**src/rtl/daq_fifo_wr_ctrl.sv**
```systemverilog
// rtl/daq_fifo_wr_ctrl.sv - DAQ event stream to FIFO write-port gate (optional TMR: DAQ_FIFO_WR_CTRL_TMR_EN)
module daq_fifo_wr_ctrl #(
    parameter int DW        = 16,
    parameter int MAX_WORDS = 1024,
    parameter int CW        = 16
) (
    input  logic          CLK,
    input  logic          RST,
    input  logic          INIT_DONE,
    input  logic          EVT_VLD,
    input  logic          EVT_SOP,
    input  logic          EVT_EOP,
    input  logic [DW-1:0] EVT_DATA,
    input  logic          FIFO_FULL,
    input  logic          FIFO_PFULL,
    output logic          FIFO_WREN,
    output logic [DW-1:0] FIFO_DIN,
    output logic          BUSY,
    output logic          OVFL,
    output logic          TRUNC,
    output logic [CW-1:0] DROP_CNT,
    output logic [CW-1:0] EVT_CNT
);

    localparam int WCW = $clog2(MAX_WORDS + 1);
`ifdef DAQ_FIFO_WR_CTRL_TMR_EN
    localparam int NCP = 3;
`else
    localparam int NCP = 1;
`endif

    // Three-bit encoding leaves spare codes; any of them falls back to S_WAIT_INIT.
    typedef enum logic [2:0] {
        S_WAIT_INIT = 3'd0,
        S_IDLE      = 3'd1,
        S_WRITE     = 3'd2,
        S_DISCARD   = 3'd3
    } state_t;

    logic [2:0]     r_state [NCP];
    logic [WCW-1:0] r_cnt   [NCP];
    logic           r_ovfl  [NCP];
    logic           r_trunc [NCP];
    logic [CW-1:0]  r_drop  [NCP];
    logic [CW-1:0]  r_evt   [NCP];
    logic           r_wren  [NCP];
    logic [DW-1:0]  r_din;
    logic           r_busy;

    logic [2:0]     w_state;
    logic [WCW-1:0] w_cnt;
    logic           w_ovfl;
    logic           w_trunc;
    logic [CW-1:0]  w_drop;
    logic [CW-1:0]  w_evt;
    logic           w_wren;

    logic [2:0]     w_nstate;
    logic [WCW-1:0] w_ncnt;
    logic           w_novfl;
    logic           w_ntrunc;
    logic [CW-1:0]  w_ndrop;
    logic [CW-1:0]  w_nevt;
    logic           w_nwren;
    logic           w_sop_rule;

`ifdef DAQ_FIFO_WR_CTRL_TMR_EN
    // Bitwise majority of the three copies; a single upset copy is outvoted.
    always_comb begin
        w_state = (r_state[0] & r_state[1]) | (r_state[0] & r_state[2]) | (r_state[1] & r_state[2]);
        w_cnt   = (r_cnt[0]   & r_cnt[1])   | (r_cnt[0]   & r_cnt[2])   | (r_cnt[1]   & r_cnt[2]);
        w_ovfl  = (r_ovfl[0]  & r_ovfl[1])  | (r_ovfl[0]  & r_ovfl[2])  | (r_ovfl[1]  & r_ovfl[2]);
        w_trunc = (r_trunc[0] & r_trunc[1]) | (r_trunc[0] & r_trunc[2]) | (r_trunc[1] & r_trunc[2]);
        w_drop  = (r_drop[0]  & r_drop[1])  | (r_drop[0]  & r_drop[2])  | (r_drop[1]  & r_drop[2]);
        w_evt   = (r_evt[0]   & r_evt[1])   | (r_evt[0]   & r_evt[2])   | (r_evt[1]   & r_evt[2]);
        w_wren  = (r_wren[0]  & r_wren[1])  | (r_wren[0]  & r_wren[2])  | (r_wren[1]  & r_wren[2]);
    end
`else
    // Single copy: the "voted" view is the register itself.
    always_comb begin
        w_state = r_state[0];
        w_cnt   = r_cnt[0];
        w_ovfl  = r_ovfl[0];
        w_trunc = r_trunc[0];
        w_drop  = r_drop[0];
        w_evt   = r_evt[0];
        w_wren  = r_wren[0];
    end
`endif

    // Next-state and write decision for the current input word, from voted state.
    always_comb begin
        w_nstate   = w_state;
        w_ncnt     = w_cnt;
        w_novfl    = w_ovfl;
        w_ntrunc   = w_trunc;
        w_ndrop    = w_drop;
        w_nevt     = w_evt;
        w_nwren    = 1'b0;
        w_sop_rule = 1'b0;
        case (w_state)
            S_WAIT_INIT: begin
                if (INIT_DONE) w_nstate = S_IDLE;
            end
            S_IDLE, S_WRITE, S_DISCARD: begin
                if (!INIT_DONE) begin
                    w_nstate = S_WAIT_INIT;
                end else if (EVT_VLD) begin
                    if (w_state == S_IDLE) begin
                        w_sop_rule = EVT_SOP;
                    end else if (w_state == S_WRITE) begin
                        if (FIFO_FULL) begin
                            w_novfl  = 1'b1;
                            w_nstate = EVT_EOP ? S_IDLE : S_DISCARD;
                        end else if ((w_cnt == WCW'(MAX_WORDS)) && !EVT_EOP) begin
                            w_ntrunc = 1'b1;
                            w_nstate = S_DISCARD;
                        end else if (EVT_SOP) begin
                            w_sop_rule = 1'b1;
                        end else begin
                            w_nwren = 1'b1;
                            if (w_cnt != WCW'(MAX_WORDS)) w_ncnt = w_cnt + WCW'(1);
                            if (EVT_EOP) w_nstate = S_IDLE;
                        end
                    end else begin
                        if (EVT_SOP)      w_sop_rule = 1'b1;
                        else if (EVT_EOP) w_nstate   = S_IDLE;
                    end
                    // A start-of-packet is judged on FIFO headroom alone, whatever state we came from.
                    if (w_sop_rule) begin
                        if (FIFO_FULL || FIFO_PFULL) begin
                            w_ndrop  = (&w_drop) ? w_drop : w_drop + CW'(1);
                            w_nstate = EVT_EOP ? S_IDLE : S_DISCARD;
                        end else begin
                            w_nwren  = 1'b1;
                            w_nevt   = (&w_evt) ? w_evt : w_evt + CW'(1);
                            w_ncnt   = WCW'(1);
                            w_nstate = EVT_EOP ? S_IDLE : S_WRITE;
                        end
                    end
                end
            end
            default: w_nstate = S_WAIT_INIT;
        endcase
    end

    // Every copy loads the same voted-next value, so an upset copy is rewritten on the next edge.
    always_ff @(posedge CLK) begin
        if (RST) begin
            for (int i = 0; i < NCP; i++) begin
                r_state[i] <= S_WAIT_INIT;
                r_cnt[i]   <= '0;
                r_ovfl[i]  <= 1'b0;
                r_trunc[i] <= 1'b0;
                r_drop[i]  <= '0;
                r_evt[i]   <= '0;
                r_wren[i]  <= 1'b0;
            end
            r_din  <= '0;
            r_busy <= 1'b0;
        end else begin
            for (int i = 0; i < NCP; i++) begin
                r_state[i] <= w_nstate;
                r_cnt[i]   <= w_ncnt;
                r_ovfl[i]  <= w_novfl;
                r_trunc[i] <= w_ntrunc;
                r_drop[i]  <= w_ndrop;
                r_evt[i]   <= w_nevt;
                r_wren[i]  <= w_nwren;
            end
            if (w_nwren) r_din <= EVT_DATA;
            r_busy <= (w_nstate == S_WRITE) || (w_nstate == S_DISCARD);
        end
    end

    assign FIFO_WREN = w_wren;
    assign FIFO_DIN  = r_din;
    assign BUSY      = r_busy;
    assign OVFL      = w_ovfl;
    assign TRUNC     = w_trunc;
    assign DROP_CNT  = w_drop;
    assign EVT_CNT   = w_evt;

endmodule

```
**config.mk**
```make
export PLATFORM = sky130hd
export DESIGN_NAME = daq_fifo_wr_ctrl
export DESIGN_NICKNAME = d
export VERILOG_FILES = /design/src/rtl/daq_fifo_wr_ctrl.sv
export SDC_FILE = /design/constraint.sdc
export NUM_CORES = 1
export LEC_CHECK = 0
export ABC_AREA = 1
export BUFFER_PORTS_ARGS = -buffer_cell sky130_fd_sc_hd__buf_2
export CORE_ASPECT_RATIO = 1.75
export CORE_MARGIN = 2
export CORE_UTILIZATION = 55
export CTS_BUF_LIST = sky130_fd_sc_hd__clkbuf_8
export CTS_CLUSTER_DIAMETER = 100
export DETAILED_ROUTE_END_ITERATION = 16
export HOLD_SLACK_MARGIN = 0.08
export PLACE_DENSITY = 0.88
export SLEW_MARGIN = 0
export SYNTH_ARGS = -nofsm -noshare
export SYNTH_HDL_FRONTEND = slang
export SYNTH_SLANG_ARGS = --single-unit
```
**constraint.sdc**
```tcl
create_clock -name CLK -period 4.3 [get_ports CLK]
set_input_delay 0.43 -clock CLK [delete_from_list [all_inputs] [get_ports CLK]]
set_output_delay 0.43 -clock CLK [all_outputs]
set_load 0.02 [all_outputs]
```
==> run_results.csv, run 1 <==
group,metric,value,unit
grt,grt_start_max_net_pins,38,
floorplanning,rows,40,
logic_synthesis,synthCells,553,
logic_synthesis,yosysTopAreaCell,"dfxtp_1",
clock_tree,cts_tree,"built",
power,p_per_area,282,nW/um^2
logic_synthesis,synth_edf_count,0,
cells_and_area,final_area,4350,um^2
sta,finalSetupTns,0,ps
sta,slew_headroom,0.411,
logic_synthesis,ys_types,33,
sta,slew_violations,0,
clock_tree,post_cts_buffers,0,
clock_tree,cts_resized,0,
setup_path,cp.arrival,3130,ps
logic_synthesis,ys_seq_elements,66,
setup_path,cp_slowest_cell,"a21oi_4",
logic_synthesis,ys_top_cells_by_area,"dfxtp_1, nand2_1, nor2_1",
clock_tree,cts_hold_buf,0,
sta,hold_viol,0,
sta,rsz0062_at_grt,"no",
sta,whs,289,ps
grt,overflow,0,
run,maxCapViolations,0,
sta,min_period,2880,ps
route,detail-route-antenna-nets,0,
clock_tree,clk_pin_slew_worst_paths,70,ps
route,drt-total-wl,9790,um
logic_synthesis,syn-num-nets,581,
sta,max_freq,0.347,GHz
setup_path,crit_type,"flip-flop to flip-flop",
power,p_leak,0.00189,uW
placement,gp_congestion,0.952,
setup_path,worstSetupStartpointType,"flip-flop",
worst_hold_path,worstHoldPathType,"primary input to flip-flop",
status,status,"finished, final reports clean",
cells_and_area,drive_gt1_frac,0.183,
setup_path,path_max_fanout,36,
setup_path,max_stage_delay,700,ps
placement,portBuffers,75,
power,ir_worst_vdd,0.000282,V
route,firstDrtPassIters,5,
placement,place.detailed.hpwl,7020,um
logic_synthesis,synth_most_common_cell,"nand2_1",
sta,worst_pin_slew,881,ps
cells_and_area,num_antenna_cells,0,
logic_synthesis,synth_ff_type,"dfxtp_1",
floorplanning,start_util,0.558,
sta,period_share,0.670,
placement,preCtsSetupSlack,1450,ps
logic_synthesis,synthArstFlopShare,0,
route,drt_iter0_markers,299,
floorplanning,die_w,66.6,um
logic_synthesis,yosysTopAreaCellShare,0.350,
placement,dpl_cell_area,4140,um^2
power,p_total,1230,uW
grt,grt_pass1_wl,16000,um
route,avgViaCountPerCell,5.63,
cells_and_area,syn2layout_area_growth,15.3,%
cells_and_area,multi_input_comb_area,2090,um^2
floorplanning,die_area,7560,um^2
floorplanning,die_height,114,um
cells_and_area,fin_nets,647,
cells_and_area,fill_cells,637,
route,drc_errors,0,
clock_tree,cts_buffer_depth,2,
sta,setup_ws,1420,ps
grt,grt_pass1_vias,3699,
grt,grt_usage,0.272,
logic_synthesis,synth_area,3770,um^2
sta,setup_viol_count_final,0,
sta,finClkSkew,12.3,ps
clock_tree,cts_buffers,9,
clock_tree,root_buffer,"clkbuf_8",
clock_tree,clkLatencyLatePin,360,ps
route,num_vias,3984,
logic_synthesis,seq_area_frac_synth,0.350,
setup_path,required,4550,ps
clock_tree,htree_levels,3,
grt,antenna_found_initial,0,
logic_synthesis,ys_top_cells_by_count,"nand2_1, nor2_1, dfxtp_1, inv_1, a21oi_1",
setup_path,endpoint_kind,"flip-flop",
floorplanning,core-area,6760,um^2
logic_synthesis,yosys_warnings,0,
cells_and_area,register_area,1320,um^2
logic_synthesis,avgSynthCellArea,6.82,um^2
clock_tree,cts_sinks,66,
floorplanning,io_pins,76,
route,wl_per_cell,13.8,um
setup_path,cp_cell_sequence,"inv_1 -> ha_1 -> nand2_1 -> nor2_1 -> nand3_2 -> nand2_2 -> a21oi_4 -> nand3_4 -> nand2_1 -> or2_1 -> inv_1",
[worst paths after layout]
check	from	to	cells past startpoint	slack, ps
worst min-delay path	EVT_DATA[0]	FIFO_DIN[0]$_SDFFE_PP0P_	3	290
worst max-delay path	r_cnt[0][0]$_SDFFE_PP0P_	r_cnt[0][5]$_SDFFE_PP0P_	11	1420
worst min register to register	r_ovfl[0]$_SDFFE_PP0P_	r_ovfl[0]$_SDFFE_PP0P_	2	470
worst max register to register	r_cnt[0][0]$_SDFFE_PP0P_	r_cnt[0][5]$_SDFFE_PP0P_	11	1420
[state kept, by name (all words and copies together) (netlist names)]
name	cells
BUSY	1
FIFO_DIN	16
r_cnt	11
r_drop	16
r_evt	16
r_ovfl	1
r_state	3
r_trunc	1
r_wren	1
[power breakdown]
part	switching (uW)	internal [uW]
registers	3.01	613
logic	41.4	15.2
clock network	241	314
total	286	942
[kinds of logic after synthesis]
logic type | count (synthesis) | share of synthesized area
simple gates | 299 | 0.368
compound gates | 67 | 0.0952
fa+ha+maj | 4 | 0.0133
flops | 66 | 0.350
buf+inv | 83 | 0.0955
xor+xnor | 33 | 0.0766
other cells | 1 | 0.000994
[critical path, delay by kind of cell (launching register included)]
family                   cells  cell delay [ps]
flip-flops                   1              370
AND/OR/NAND/NOR              7             1360
AO/OA/AOI/OAI                1              700
adder cells (fa/ha/maj)      1              200
buffers and inverters        2              110
[final cells by class]
class	instances	area share
clock buffers	12	0.0380
well taps	84	0.0242
flip-flops and latches	66	0.304
inverters	61	0.0526
clock inverters	4	0.0112
repair buffers	77	0.0897
multi-input cells	404	0.481
[metal layers]
metal,up-vias,share of wire,track usage
met2,161,0.53,0.475
met1,1836,0.37,0.279
met3,54,0.047,0.0523
met5,-,0,0
met4,0,0.055,0.199
li1,1933,-,-
[cells in the final DEF, fill, tap and decap left out, types with 4 or more instances in the layout]
master    synthesis  final
nand3_1          43     43
ha_1              4      4
nor2_2            4      4
dfxtp_1          66     66
nor2_1           73     73
o21ai_0           7      7
inv_1            57     57
inv_2             4      4
nand4_1          35     35
buf_2             9     75
nor3_1           13     13
clkbuf_8          0     12
nand3_2           4      4
a21oi_1          52     52
xor2_1           25     25
nand2_1         118    118
xnor2_1           8      8
[per-stage QoR]
stage | utilization | std cells
floorplan | - | 553
global placement | 0.612 | 692
detailed placement | 0.612 | 692
CTS | 0.644 | 708
global route | 0.644 | 708
finish | 0.644 | 708
Power figures use the tool's default switching activity.
==> inputs of run 2 (changes only) <==
- CORE_UTILIZATION: 55 -> 52
- PLACE_DENSITY: 0.88 -> 0.87
- clock period: 4.3 -> 2.5 ns (I/O delays scaled with it)
==> run 2 against run 1 <==
  * Non-clock buffer count increased by 10
  * Power increased by 57%
  * Die area increased by 5.5%
  * Critical endpoint is now r_drop[0][0]$_SDFFE_PP0P_
  * Clock skew decreased by 1.4 ps
  * Final area increased by 0.69%
  * Largest cell class unchanged
  * Routed wire length decreased by 2.4%
  * Critical path depth unchanged
  * Critical path type unchanged
==> run_results.csv, run 2 (synthesis results as in run 1) <==
group,metric,value,unit
route,drt_iter0_markers,293,
placement,dpl.cell_count,704,
floorplanning,start_util,0.529,
setup_path,path_depth,11,
route,num_vias,3909,
setup_path,startpoint,"r_drop[0][0]$_SDFFE_PP0P_",
clock_tree,cts_sinks,66,
setup_path,worstSetupStartpointType,"flip-flop",
setup_path,r2r-end,"r_drop[0][0]$_SDFFE_PP0P_",
setup_path,required,2760,ps
status,status,"finished, final reports clean",
sta,worst_pin_slew,630,ps
cells_and_area,final_cells,720,
route,detail-route-antenna-nets,0,
cells_and_area,fill_cells,660,
clock_tree,clk_pin_slew_worst_paths,70,ps
clock_tree,root_buffer,"clkbuf_8",
cells_and_area,drive_gt1_frac,0.197,
setup_path,crit_buf_inv,1,
setup_path,cp_slowest_cell,"nor2_2",
route,firstDrtPassIters,7,
floorplanning,rows,41,
floorplanning,io_pins,76,
cells_and_area,num_antenna_cells,0,
setup_path,crit_family,"simple AND/OR/NAND/NOR gates",
floorplanning,die_area,7980,um^2
clock_tree,cts_tree,"built",
route,drt-total-wl,9560,um
floorplanning,core-area,7130,um^2
setup_path,rr_worst_depth,11,
run,maxCapViolations,0,
placement,place.detailed.hpwl,7010,um
sta,hold_viol,0,
setup_path,path_max_fanout,16,
clock_tree,htree_levels,3,
grt,grt_pass1_vias,3590,
sta,finClkSkew,10.9,ps
setup_path,cp.arrival,2590,ps
setup_path,r2r_slack,180,ps
floorplanning,die_w,68.4,um
setup_path,crit_path_end,"r_drop[0][0]$_SDFFE_PP0P_",
setup_path,endpoint_kind,"flip-flop",
power,p_total,1920,uW
grt,antenna_found_initial,0,
grt,overflow,0,
placement,portBuffers,75,
route,wl_per_cell,13.3,um
cells_and_area,layout_common_cells,"nand2_1, buf_2, nor2_1",
power,p_leak,0.00193,uW
sta,min_period,2320,ps
cells_and_area,multi_input_comb_area,2100,um^2
cells_and_area,syn2layout_area_growth,16.1,%
sta,setup_viol_count_final,0,
grt,grt_pass1_wl,15200,um
sta,rsz0062_at_grt,"no",
sta,slew_violations,0,
clock_tree,cts_buffer_depth,2,
sta,max_freq,0.430,GHz
clock_tree,clkLatencyLatePin,360,ps
sta,slew_headroom,0.580,
route,drc_errors,0,
placement,gp_congestion,0.914,
power,p_per_area,439,nW/um^2
sta,whs,109,ps
setup_path,crit_path_frequent_cell,"nand2_1",
cells_and_area,fin_nets,657,
setup_path,cp_cell_sequence,"ha_1 -> nand2_1 -> nor2_2 -> nand2_1 -> o21ai_1 -> nor2_2 -> nand3_2 -> inv_1 -> nand2_1 -> nand2_1 -> nor2_1",
cells_and_area,register_area,1320,um^2
sta,finalSetupTns,0,ps
clock_tree,cts_buffers,9,
grt,grt_start_max_net_pins,37,
worst_hold_path,worstHoldPathType,"primary input to flip-flop",
cells_and_area,layout_commonest_cell,"nand2_1",
grt,grt_usage,0.251,
sta,period_share,0.930,
setup_path,crit_type,"flip-flop to flip-flop",
route,avgViaCountPerCell,5.43,
power,ir_worst_vdd,0.000375,V
setup_path,max_stage_delay,490,ps
floorplanning,die_height,117,um
setup_path,r2r_start,"r_drop[0][0]$_SDFFE_PP0P_",
[run 2: cell count changes in the layout (fill, tap and decap cells not counted)]
cell | previous run | this run
clkbuf_8 | 12 | 9
nor2_1 | 73 | 71
nor2_2 | 4 | 6
bufinv_16 | 1 | 0
inv_1 | 57 | 58
buf_4 | 2 | 12
clkinv_2 | 2 | 5
[run 2: area by class of cell]
cell class / instances / area share
Timing Repair Buffer: 87 / 0.106
Inverter: 61 / 0.0523
Clock buffer: 9 / 0.0283
Sequential cell: 66 / 0.302
Clock inverter: 7 / 0.00857
Tap cell: 86 / 0.0246
Multi-Input combinational cell: 404 / 0.478
[run 2: worst min path at each step]
stage / slack, ps / end / startpoint / cells past startpoint
2_1_floorplan: 360 / BUSY$_SDFF_PP0_ / EVT_VLD / 1
3_3_place_gp: 450 / r_trunc[0]$_SDFFE_PP0P_ / r_trunc[0]$_SDFFE_PP0P_ / 2
3_5_place_dp: 470 / r_trunc[0]$_SDFFE_PP0P_ / r_trunc[0]$_SDFFE_PP0P_ / 2
4_1_cts: 90 / FIFO_DIN[2]$_SDFFE_PP0P_ / EVT_DATA[2] / 3
5_1_grt: 110 / FIFO_DIN[4]$_SDFFE_PP0P_ / EVT_DATA[4] / 3
6_report: 110 / FIFO_DIN[7]$_SDFFE_PP0P_ / EVT_DATA[7] / 3
[run 2: per-layer routing]
metal,part of all wire,global-route usage,vias to the layer above
met2,0.54,0.443,137
met1,0.37,0.261,1785
met4,0.033,0.143,0
li1,-,-,1952
met3,0.053,0.0588,35
met5,0,0,-
[run 2: per-stage QoR]
| step | area (um^2) | setup WS (ps) | util |
|---|---|---|---|
| floorplan | 3770 | 691 | - |
| global placement | 4210 | 4.47 | 0.591 |
| detailed placement | 4210 | -107 | 0.591 |
| CTS | 4380 | 193 | 0.614 |
| global route | 4380 | 14.9 | 0.614 |
| finish | 4380 | 175 | 0.614 |
[run 2: what timing repair did]
action,in CTS,in global routing
setup buffers,0,0
resized for setup,2,0
hold buffers,0,0
endpoints found under the setup margin,13,0
[run 2: power breakdown]
| group | total [uW] | internal, uW | switching, uW |
|---|---|---|---|
| Clock | 764 | 348 | 416 |
| Combinational | 103 | 31.0 | 71.8 |
| Sequential | 1060 | 1050 | 4.39 |
| Total | 1920 | 1430 | 492 |
[run 2: worst register-to-register path: cells and delay by family (launching register included)]
kind | cells | cell delay, ps
AND/OR/NAND/NOR | 8 | 1360
flip-flops | 1 | 310
adder cells (fa/ha/maj) | 1 | 240
buffers and inverters | 1 | 210
AO/OA/AOI/OAI | 1 | 90
==> inputs of run 3 (changes only) <==
- CAP_MARGIN: not set -> 40
- CORE_UTILIZATION: 52 -> 55
- MAX_ROUTING_LAYER: not set -> met4
- PLACE_DENSITY: 0.87 -> 0.88
- clock period: 2.5 -> 2.73 ns (I/O delays scaled with it)
==> run 3 against run 2 <==
  * Critical path depth rose by 1
  * Non-clock buffer count fell by 3
  * Fmax rose by 0.72%
  * Die area fell by 5.2%
  * Core utilization rose by 4.0 points
  * Combinational power fell by 9.8%
  * Global-route usage rose by 2.5 points
  * Worst hold slack improved by 22 ps
  * Via count rose by 2.5%
  * Register-to-register slack improved by 250 ps
  * Routed wire length rose by 0.46%
  * Critical endpoint is now r_evt[0][0]$_SDFFE_PP0P_
  * Largest cell class unchanged
==> run_results.csv, run 3 (synthesis results as in run 1) <==
group,metric,value,unit
placement,portBuffers,75,
clock_tree,cts_tree,"built",
clock_tree,htree_levels,3,
power,p_int,1550,uW
route,detail-route-antenna-nets,0,
route,drt-total-wl,9600,um
cells_and_area,syn2layout_area_growth,17.2,%
sta,finClkSkew,13.7,ps
route,firstDrtPassIters,7,
clock_tree,cts_hold_buf,0,
clock_tree,clkLatencyLatePin,360,ps
sta,min_period,2310,ps
setup_path,rr_worst_depth,12,
clock_tree,clk_pin_slew_worst_paths,80,ps
clock_tree,cts_sinks,66,
sta,slew_violations,0,
route,drc_errors,0,
setup_path,cp.arrival,2570,ps
grt,grt_start_max_net_pins,37,
setup_path,endpoint_kind,"flip-flop",
power,p_per_area,454,nW/um^2
sta,setup_viol_count_final,0,
setup_path,r2r_start,"r_cnt[0][0]$_SDFFE_PP0P_",
setup_path,crit_type,"flip-flop to flip-flop",
route,avgViaCountPerCell,5.60,
placement,place.detailed.hpwl,6930,um
cells_and_area,fin_nets,654,
sta,finalSetupTns,0,ps
sta,period_share,0.845,
setup_path,crit_buf_inv,2,
setup_path,cp_slowest_cell,"dfxtp_1",
worst_hold_path,hold_end,"FIFO_DIN[1]$_SDFFE_PP0P_",
floorplanning,core-area,6760,um^2
cells_and_area,layout_common_cells,"nand2_1, buf_2, nor2_1",
setup_path,r2r-end,"r_evt[0][0]$_SDFFE_PP0P_",
clock_tree,root_buffer,"clkbuf_8",
cells_and_area,drive_gt1_frac,0.192,
floorplanning,die_area,7560,um^2
placement,gp_congestion,1.00,
power,ir_worst_vdd,0.000409,V
setup_path,worstSetupStartpointType,"flip-flop",
sta,rsz0062_at_grt,"no",
status,status,"finished, final reports clean",
floorplanning,io_pins,76,
clock_tree,post_cts_buffers,0,
cells_and_area,num_antenna_cells,0,
setup_path,max_stage_delay,380,ps
worst_hold_path,holdCritStartpoint,"EVT_DATA[1]",
run,maxCapViolations,0,
grt,overflow,0,
clock_tree,cts_buffers,9,
sta,hold_viol,0,
floorplanning,rows,40,
power,seqPwrFrac,0.483,
grt,grt_pass1_vias,3843,
cells_and_area,final_cells,715,
setup_path,cp_cell_sequence,"inv_1 -> ha_1 -> nand2_1 -> nor2_1 -> nand3_2 -> nand2_2 -> a21oi_4 -> nand3_2 -> inv_1 -> nand2_1 -> nand2_1 -> nor2_1",
grt,grt_usage,0.276,
power,p_total,2000,uW
setup_path,crit_family,"simple AND/OR/NAND/NOR gates",
power,switching_share,0.225,
route,num_vias,4007,
power,p_leak,0.00194,uW
cells_and_area,fill_cells,605,
power,clkPwrFrac,0.470,
route,drt_iter0_markers,340,
placement,dpl.cell_count,699,
clock_tree,cts_buffer_depth,2,
setup_path,path_depth,12,
setup_path,r2r_slack,420,ps
power,netSwitchingPower,451,uW
setup_path,required,2990,ps
power,pwr-share-comb,0.046,
floorplanning,die_height,114,um
clock_tree,cts_resized,0,
sta,max_freq,0.433,GHz
setup_path,crit_path_frequent_cell,"nand2_1",
route,wl_per_cell,13.4,um
setup_path,path_max_fanout,16,
grt,antenna_found_initial,0,
sta,worst_pin_slew,557,ps
sta,slew_headroom,0.628,
cells_and_area,layout_commonest_cell,"nand2_1",
floorplanning,start_util,0.558,
worst_hold_path,worstHoldPathCells,3,
floorplanning,die_w,66.6,um
worst_hold_path,worstHoldPathType,"primary input to flip-flop",
grt,grt_pass1_wl,16000,um
-- run 3: how the worst max path moves through the flow --
stage                              start                   endpoint
2_1_floorplan   r_evt[0][0]$_SDFFE_PP0P_   r_evt[0][5]$_SDFFE_PP0P_
3_3_place_gp    r_evt[0][0]$_SDFFE_PP0P_   r_evt[0][0]$_SDFFE_PP0P_
3_5_place_dp   r_drop[0][0]$_SDFFE_PP0P_  r_drop[0][0]$_SDFFE_PP0P_
4_1_cts        r_drop[0][0]$_SDFFE_PP0P_  r_drop[0][0]$_SDFFE_PP0P_
5_1_grt        r_drop[0][0]$_SDFFE_PP0P_  r_drop[0][0]$_SDFFE_PP0P_
6_report        r_cnt[0][0]$_SDFFE_PP0P_   r_evt[0][0]$_SDFFE_PP0P_
-- run 3: power groups by stage --
| stage | combinational, uW | sequential (uW) | clock (uW) |
|---|---|---|---|
| after floorplan | 54.8 | 992 | 0 |
| after global placement | 89.2 | 991 | 0 |
| after detailed placement | 91.9 | 991 | 0 |
| after CTS | 92.0 | 969 | 957 |
| after global routing | 102 | 969 | 991 |
| final | 92.9 | 969 | 943 |
-- run 3: per-stage QoR --
stage	utilization	hold slack [ps]	cell area (um^2)	worst slack [ps]
2_1_floorplan	-	387	3770	921
3_3_place_gp	0.619	454	4180	278
3_5_place_dp	0.620	456	4190	197
4_1_cts	0.654	129	4420	202
5_1_grt	0.654	150	4420	234
6_report	0.654	131	4420	422
-- run 3: per-layer routing --
| metal | vias to the layer above | part of all wire | global-route usage |
|---|---|---|---|
| li1 | 1963 | - | - |
| met1 | 1834 | 0.36 | 0.269 |
| met2 | 161 | 0.53 | 0.485 |
| met3 | 49 | 0.050 | 0.0414 |
| met4 | 0 | 0.050 | 0.184 |
| met5 | - | 0 | - |
-- run 3: tightest hold or removal path: cells and delay by family --
kind            cells  cell delay [ps]
simple gates        1               80
buf+inv             1               80
compound gates      1               30
-- run 3: cell type report --
class,count,area (um^2),share of cell area
Clock buffer,11,151,0.0342
Clock inverter,5,77.6,0.0175
Multi-Input combinational cell,404,2090,0.474
Tap cell,84,105,0.0238
Sequential cell,66,1320,0.299
Timing Repair Buffer,84,443,0.100
Inverter,61,229,0.0518
